## src/rtl/spi_regfile.sv

```systemverilog
// rtl/spi_regfile.sv - SPI byte-stream register bank with auto-incrementing burst read/write
// Optional write lock on the last register: define SPI_REGFILE_WR_LOCK_EN.
module spi_regfile #(
    parameter int         REG_NUM     = 16,
    parameter logic [7:0] STATUS_BYTE = 8'hA5
) (
    input  logic                 clk_i,
    input  logic                 rst_i,
    input  logic                 cs_n_i,
    input  logic                 byte_done_i,
    input  logic [7:0]           byte_data_i,
    output logic [7:0]           tx_data_o,
    output logic                 wr_stb_o,
    output logic [6:0]           wr_addr_o,
    output logic [8*REG_NUM-1:0] reg_o
);

    localparam logic [7:0] LP_NUM  = 8'(REG_NUM);
    localparam logic [6:0] LP_LAST = 7'(REG_NUM - 1);

    typedef enum logic [1:0] {ST_IDLE, ST_CMD, ST_WRITE, ST_READ} state_t;

    state_t     r_state;
    state_t     w_state_nxt;

    logic [7:0] r_regs [REG_NUM];
    logic [6:0] r_ptr;
    logic [7:0] r_tx;
    logic       r_wr_stb;
    logic [6:0] r_wr_addr;

    logic       w_accept;
    logic       w_cmd_rd;
    logic       w_cmd_wr;
    logic       w_wr_byte;
    logic       w_rd_byte;
    logic       w_wr_ok;
    logic       w_lock;

    // Out-of-range addresses read as zero.
    function automatic logic [7:0] f_rd(input logic [6:0] p);
        logic [7:0] v;
        v = 8'h00;
        for (int k = 0; k < REG_NUM; k++) begin
            if (p == 7'(k)) v = r_regs[k];
        end
        return v;
    endfunction

    always_ff @(posedge clk_i) begin
        if (rst_i) r_state <= ST_IDLE;
        else       r_state <= w_state_nxt;
    end

    always_comb begin
        w_state_nxt = r_state;
        if (cs_n_i) begin
            w_state_nxt = ST_IDLE;
        end else begin
            case (r_state)
                ST_IDLE: w_state_nxt = ST_CMD;
                ST_CMD:  if (byte_done_i) w_state_nxt = byte_data_i[7] ? ST_WRITE : ST_READ;
                default: w_state_nxt = r_state;
            endcase
        end
    end

    always_comb begin
        w_accept  = byte_done_i && !cs_n_i;
        w_cmd_rd  = w_accept && (r_state == ST_CMD) && !byte_data_i[7];
        w_cmd_wr  = w_accept && (r_state == ST_CMD) &&  byte_data_i[7];
        w_wr_byte = w_accept && (r_state == ST_WRITE);
        w_rd_byte = w_accept && (r_state == ST_READ);
    end

`ifdef SPI_REGFILE_WR_LOCK_EN
    assign w_lock = r_regs[REG_NUM-1][0];
`else
    assign w_lock = 1'b0;
`endif

    // The lock register itself stays writable so the lock can be released.
    assign w_wr_ok = ({1'b0, r_ptr} < LP_NUM) && (!w_lock || (r_ptr == LP_LAST));

    always_ff @(posedge clk_i) begin
        if (rst_i) begin
            for (int k = 0; k < REG_NUM; k++) r_regs[k] <= 8'h00;
            r_ptr     <= 7'd0;
            r_tx      <= STATUS_BYTE;
            r_wr_stb  <= 1'b0;
            r_wr_addr <= 7'd0;
        end else begin
            r_wr_stb <= 1'b0;
            if (cs_n_i) begin
                r_tx <= STATUS_BYTE;
            end else if (w_cmd_rd) begin
                r_tx  <= f_rd(byte_data_i[6:0]);
                r_ptr <= byte_data_i[6:0] + 7'd1;
            end else if (w_cmd_wr) begin
                r_tx  <= STATUS_BYTE;
                r_ptr <= byte_data_i[6:0];
            end else if (w_wr_byte) begin
                r_ptr <= r_ptr + 7'd1;
                if (w_wr_ok) begin
                    for (int k = 0; k < REG_NUM; k++) begin
                        if (r_ptr == 7'(k)) r_regs[k] <= byte_data_i;
                    end
                    r_wr_stb  <= 1'b1;
                    r_wr_addr <= r_ptr;
                end
            end else if (w_rd_byte) begin
                r_tx  <= f_rd(r_ptr);
                r_ptr <= r_ptr + 7'd1;
            end
        end
    end

    always_comb begin
        for (int k = 0; k < REG_NUM; k++) reg_o[8*k +: 8] = r_regs[k];
    end

    assign tx_data_o = r_tx;
    assign wr_stb_o  = r_wr_stb;
    assign wr_addr_o = r_wr_addr;

endmodule

```

## config.mk

```make
export PLATFORM = sky130hd
export DESIGN_NAME = spi_regfile
export DESIGN_NICKNAME = d
export VERILOG_FILES = /design/src/rtl/spi_regfile.sv
export SDC_FILE = /design/constraint.sdc
export NUM_CORES = 1
export LEC_CHECK = 0
export CAP_MARGIN = 20
export CORE_ASPECT_RATIO = 1.2
export CORE_MARGIN = 10
export CORE_UTILIZATION = 53
export DETAILED_ROUTE_END_ITERATION = 8
export HOLD_SLACK_MARGIN = 0.08
export PLACE_DENSITY_LB_ADDON = 0.1
export SLEW_MARGIN = 20
export SYNTH_ARGS = -nofsm -noshare
export SYNTH_HDL_FRONTEND = slang
export SYNTH_SLANG_ARGS = --single-unit
```

## constraint.sdc

```tcl
create_clock -name clk_i -period 3.5 [get_ports clk_i]
set_clock_uncertainty 0.2 [all_clocks]
set_input_delay 0.7 -clock clk_i [delete_from_list [all_inputs] [get_ports clk_i]]
set_output_delay 0.7 -clock clk_i [all_outputs]
set_load 0.01 [all_outputs]
```

# ---- Word level (Yosys, flattened, before mapping)
# Memories as Yosys holds them, arrays and structs flattened.
# Index checks and enable logic that the tools add are counted.
dict set report totals {
  regBits 25
  mem_bits_rw 128
  output_inout_bits 144
  memories 1
}
dict set report op_classes {
  addsub 2
  n_lt_le_gt_ge 1
  n_eq_ne 35
  muxes 190
  n_bitwise 20
  reduce_logical 20
}
# memory depth word_bits read_ports rd_ports_with_merged_regs wr line_no
set memory_table {}
lappend memory_table {r_regs 16 8 16 0 16 26} ;# logic [7:0] r_regs [REG_NUM];
# cell n
set op_table {}
lappend op_table {{$mux 8} 52}
lappend op_table {{$mux 1} 132}
lappend op_table {{$eq 7x4->1 const B} 16}
lappend op_table {{$eq 7x3->1 const B} 8}
lappend op_table {{$eq 7x2->1 const B} 4}
lappend op_table {{$mux 7} 4}
lappend op_table {{$or 1x1->1} 16}
lappend op_table {{$add 7x1->7 const B} 2}
lappend op_table {{$eq 7x1->1 const B} 2}
lappend op_table {{$logic_not 7->1} 2}
lappend op_table {{$lt 7x5->1 const B} 1}
lappend op_table {{$logic_and 1x1->1} 6}
lappend op_table {{$reduce_and 2->1} 3}
lappend op_table {{$reduce_and 5->1} 1}
lappend op_table {{$reduce_or 5->1} 1}
lappend op_table {{$eq 2x2->1 const B} 2}
lappend op_table {{$not 1->1} 4}
lappend op_table {{$pmux 2 s2} 1}
lappend op_table {{$reduce_bool 4->1} 1}
lappend op_table {{$ne 3x3->1 const B} 1}
lappend op_table {{$reduce_bool 3->1} 1}
lappend op_table {{$eq 2x1->1 const B} 1}
lappend op_table {{$logic_not 1->1} 2}
lappend op_table {{$logic_not 2->1} 1}
lappend op_table {{other kinds (4)} 4}

# ---- Longest topological paths before layout
dict set report depth {
  word_depth 21
  mapped_depth 11
  mapped_depth_nobuf 9
}

# ---- Least setup slack after synthesis
# OpenSTA, ideal clock, no wires.
dict set report synth_path {
  path_kind {in2reg}
  start {input port byte_data_i[0]}
  end {register r_tx[1] (netlist: tx_data_o[1])}
  setup_ps 129
  t_arrival_ps 2443
  required_time_ps 3171
  path_slack_ps 728
  path_stages 10
  n_path_buf 1
  cell_sequence {inv_1 -> ha_1 -> clkbuf_1 -> or2_2 -> a221oi_1 -> nor4_1 -> a2111oi_0 -> nor3_1 -> a211oi_1 -> o32ai_1}
}
dict set report synth_via {
  elab_chain_len 18
  elab_cells_between_ends 33
  classes_between {15 x eq/ne; 17 x mux; 1 x reduce/logical}
}
# item line_no
set synth_rtl {}
lappend synth_rtl {{start, declared} 11} ;# input logic [7:0] byte_data_i,
lappend synth_rtl {{$logic_not 7->1} 45} ;# if (p == 7'(k)) v = r_regs[k];
lappend synth_rtl {{$mux 8 (15 in a row)} 45}
lappend synth_rtl {{$mux 8 *} 45}
lappend synth_rtl {{$mux 8 *} 96} ;# end else if (w_cmd_rd) begin
lappend synth_rtl {{end signal, assigned} 97} ;# r_tx <= f_rd(byte_data_i[6:0]);
lappend synth_rtl {{end signal, assigned} 112} ;# r_tx <= f_rd(r_ptr);
lappend synth_rtl {{end, declared} 28} ;# logic [7:0] r_tx;
# Every way passes the cells marked *; elsewhere a longest branch is shown, timed or not.
# A chain may end at the register's enable or synchronous reset.

# ---- Final worst setup path
# Ends and elaborated chain as after synthesis.

==> metrics <==
cell count of the worst hold path 1; Worst setup SP type input pin; Pre-Repair DR Iteration Count 9; Reg area 0.00434 mm²; M3 GR Usage 0.107; met2 Usage GRT 0.535; synthesized area 0.00858 mm²; Pwr per Cell Area 395 mW/mm²; count of yosys warnings during synthesis 0; endpoints failing setup 0; leakage 0.00418 µW; dominant cells by area after synthesis edfxtp_1, nor2_1, dfxtp_1; FFs w/ async S/R, synth 0; die height 159 µm; biggest area consumer among synthesized cells edfxtp_1; EDFF count, synth 128; Starting Density 0.544; Netlist cell types 72; layout cell share with drive strength beyond 1 0.137; pin count of the biggest net entering global routing 38; clock sinks ~150; row count 50; H-tree levels 4; worst r2r path cells 9; ys flop type edfxtp_1; port bufs 155; FMAX 298 MHz; max_slew headroom 0.428; 1st-iter DRT viols about 1,800; CTS root buffer clkbuf_16; first-pass GRT wire length 56,400 µm; initial antenna violation count 0; HPWL after detailed placement around 29,000 µm; number of global-route vias before repair 8,982; Worst EP arrival 3.45 ns; Top Usage Layer GRT met2; CTS tree yes; DRC violations left 38; CP top delay family buffers and inverters; gr ovfl total 0; hold_sp wr_addr_o[6]$_SDFFE_PP0P_; Worst-path clk slew 0.07 ns; Worst setup EP type flop; CORE AREA 0.0158 mm²; # IOs approximately 160; Horiz. Die Dim 136 µm; Fillers 1,194; DIE AREA 0.0217 mm²; total power 4560 µW; list of most frequent post-synthesis cells nor2_1, edfxtp_1, nand2_1; critical path fanouts, max 7; diode count 0; CP max stage delay 0.47 ns; Tightest Pin Transition 0.854 ns; Worst Path Buf+Inv 4; FF-to-FF Start r_ptr[0]$_SDFFE_PP0P_; failing checks design-rule violations; Inserted Clock Buffers 17; Final Hold Viols 0; CP max stage cell clkdlybuf4s50_1; Max IR drop VDD 349 µV; clk buf depth 2; final wirelength 38,200 µm; via count 9,315; register area share after synthesis 0.506; antenna viol nets, final 0; #FFs+latches synth roughly 150; Multi-input gate area 0.00391 mm²; flop2flop setup slack 0.28 ns; Clock Latency Late Sink between 0.4 and 0.5 ns; status finished, violations left; CP Cell Sequence clkdlybuf4s50_1, inv_1, ha_1, buf_4, nor2b_1, nand2_1, buf_4, o221ai_1, nor3_1, a211oi_1, o32ai_1; Critical Path Most Common Cell buf_4; vias per inst 6.90; Hold WS 0.263 ns; cts hold-fix bufs 0; Final #Nets between 1,000 and 1,500; Cells after Synth 907; RSZ-0062 raised after global routing false; All-Layer GR Usage 0.342; max-slew violation count 0; CP Data Required Time approximately 3.6 ns; Final Cycle Share 0.957; syn nets 927; area grow syn2layout 34.5%; WL per Instance 28.3 µm; synthesized area per cell 9.46 µm²; GRT met1 Usage 0.400; most frequent cell after synthesis nor2_1; gpl congestion around 1.1; Worst Hold Class flop to flop; top-area cell type share of the netlist area 0.448; hold endpoint wr_addr_o[6]$_SDFFE_PP0P_; min cycle time layout 3.35 ns; max_cap viols 0; r2r endpoint tx_data_o[3]$_SDFFE_PP0P_; WS Path Type input pin to flop
-- where the power goes --
part / leakage, µW / total, µW / switching (µW) / internal [µW]
clock network: 0.000268 / 1820 / 823 / 995
registers: 0.00149 / 2180 / 117 / 2060
logic: 0.00242 / 558 / 308 / 250
-- flip-flops by register name, indices dropped and copies added, names as in the netlist --
register and count:
r_state 2, r_ptr 7, wr_stb_o 1, r_regs 128, wr_addr_o 7, tx_data_o 8
-- per-stage QoR --
stage / utilization / worst slack [ns] / instances / setup TNS (ns) / cell area (µm²)
2_1_floorplan: - / 0.728 / 907 / 0 / 8580
3_3_place_gp: 0.696 / -0.235 / 1319 / -0.466 / 11000
3_5_place_dp: 0.696 / -0.247 / 1319 / -0.607 / 11000
4_1_cts: 0.732 / 0.193 / 1350 / 0 / 11500
5_1_grt: 0.732 / 0.112 / 1350 / 0 / 11500
6_report: 0.732 / 0.149 / 1350 / 0 / 11500
-- repair_timing --
item / CTS / global route
buffers inserted: 0 / 0
gates resized for setup: 0 / 1
setup endpoints to repair: 0 / 1
-- per-layer routing --
layer	vias to the layer above	wire length, µm
li1	3884	-
met1	4341	12900
met2	879	17500
met3	211	5080
met4	0	2720
met5	-	0
-- cell families after synthesis --
kind of cell,after synthesis,synth area share
flops,153,0.506
mux,2,0.00248
fa+ha+maj,8,0.0117
xor+xnor,6,0.00613
compound gates,253,0.207
simple gates,403,0.228
buf+inv,82,0.0391
-- cell usage in the layout (no fill, tap or decap), types with 21 or more instances in the layout --
cell type / n
inv_1: 21
clkdlybuf4s50_1: 155
edfxtp_1: 128
nor2_1: 159
buf_4: 108
o21ai_0: 55
nand2b_1: 25
nor3_1: 32
nand2_1: 65
nand3_1: 40
a21oi_1: 38
a221oi_1: 25
dfxtp_1: 25
-- final cells by class --
class / instances / area share
Timing Repair Buffer: 264 / 0.206
Clock buffer: 18 / 0.0372
Multi-Input combinational cell: 672 / 0.339
Clock inverter: 13 / 0.0118
Inverter: 22 / 0.00715
Tap cell: 208 / 0.0225
Sequential cell: 153 / 0.376
-- worst register-to-register path, delay by kind of cell (launching register included) --
| family | cells | cell delay, ns |
|---|---|---|
| AOI/OAI and AO/OA | 5 | 1.03 |
| adders and majority gates | 1 | 0.44 |
| buffers and inverters | 2 | 0.60 |
| DFF | 1 | 0.33 |
| and+or+nand+nor | 1 | 0.54 |
-- worst max-delay path by stage --
stage	startpoint	endpoint	slack, ns	cells past startpoint
floorplan	byte_data_i[0]	tx_data_o[1]$_SDFFE_PP0P_	0.73	10
global route	byte_data_i[0]	tx_data_o[1]$_SDFFE_PP0P_	0.11	10
finish	byte_data_i[0]	tx_data_o[1]$_SDFFE_PP0P_	0.15	11
CTS	byte_data_i[1]	tx_data_o[6]$_SDFFE_PP0P_	0.19	12
global placement	byte_data_i[1]	tx_data_o[6]$_SDFFE_PP0P_	-0.23	11
detailed placement	byte_data_i[1]	tx_data_o[6]$_SDFFE_PP0P_	-0.25	12
(Power assumes the default switching activity.)
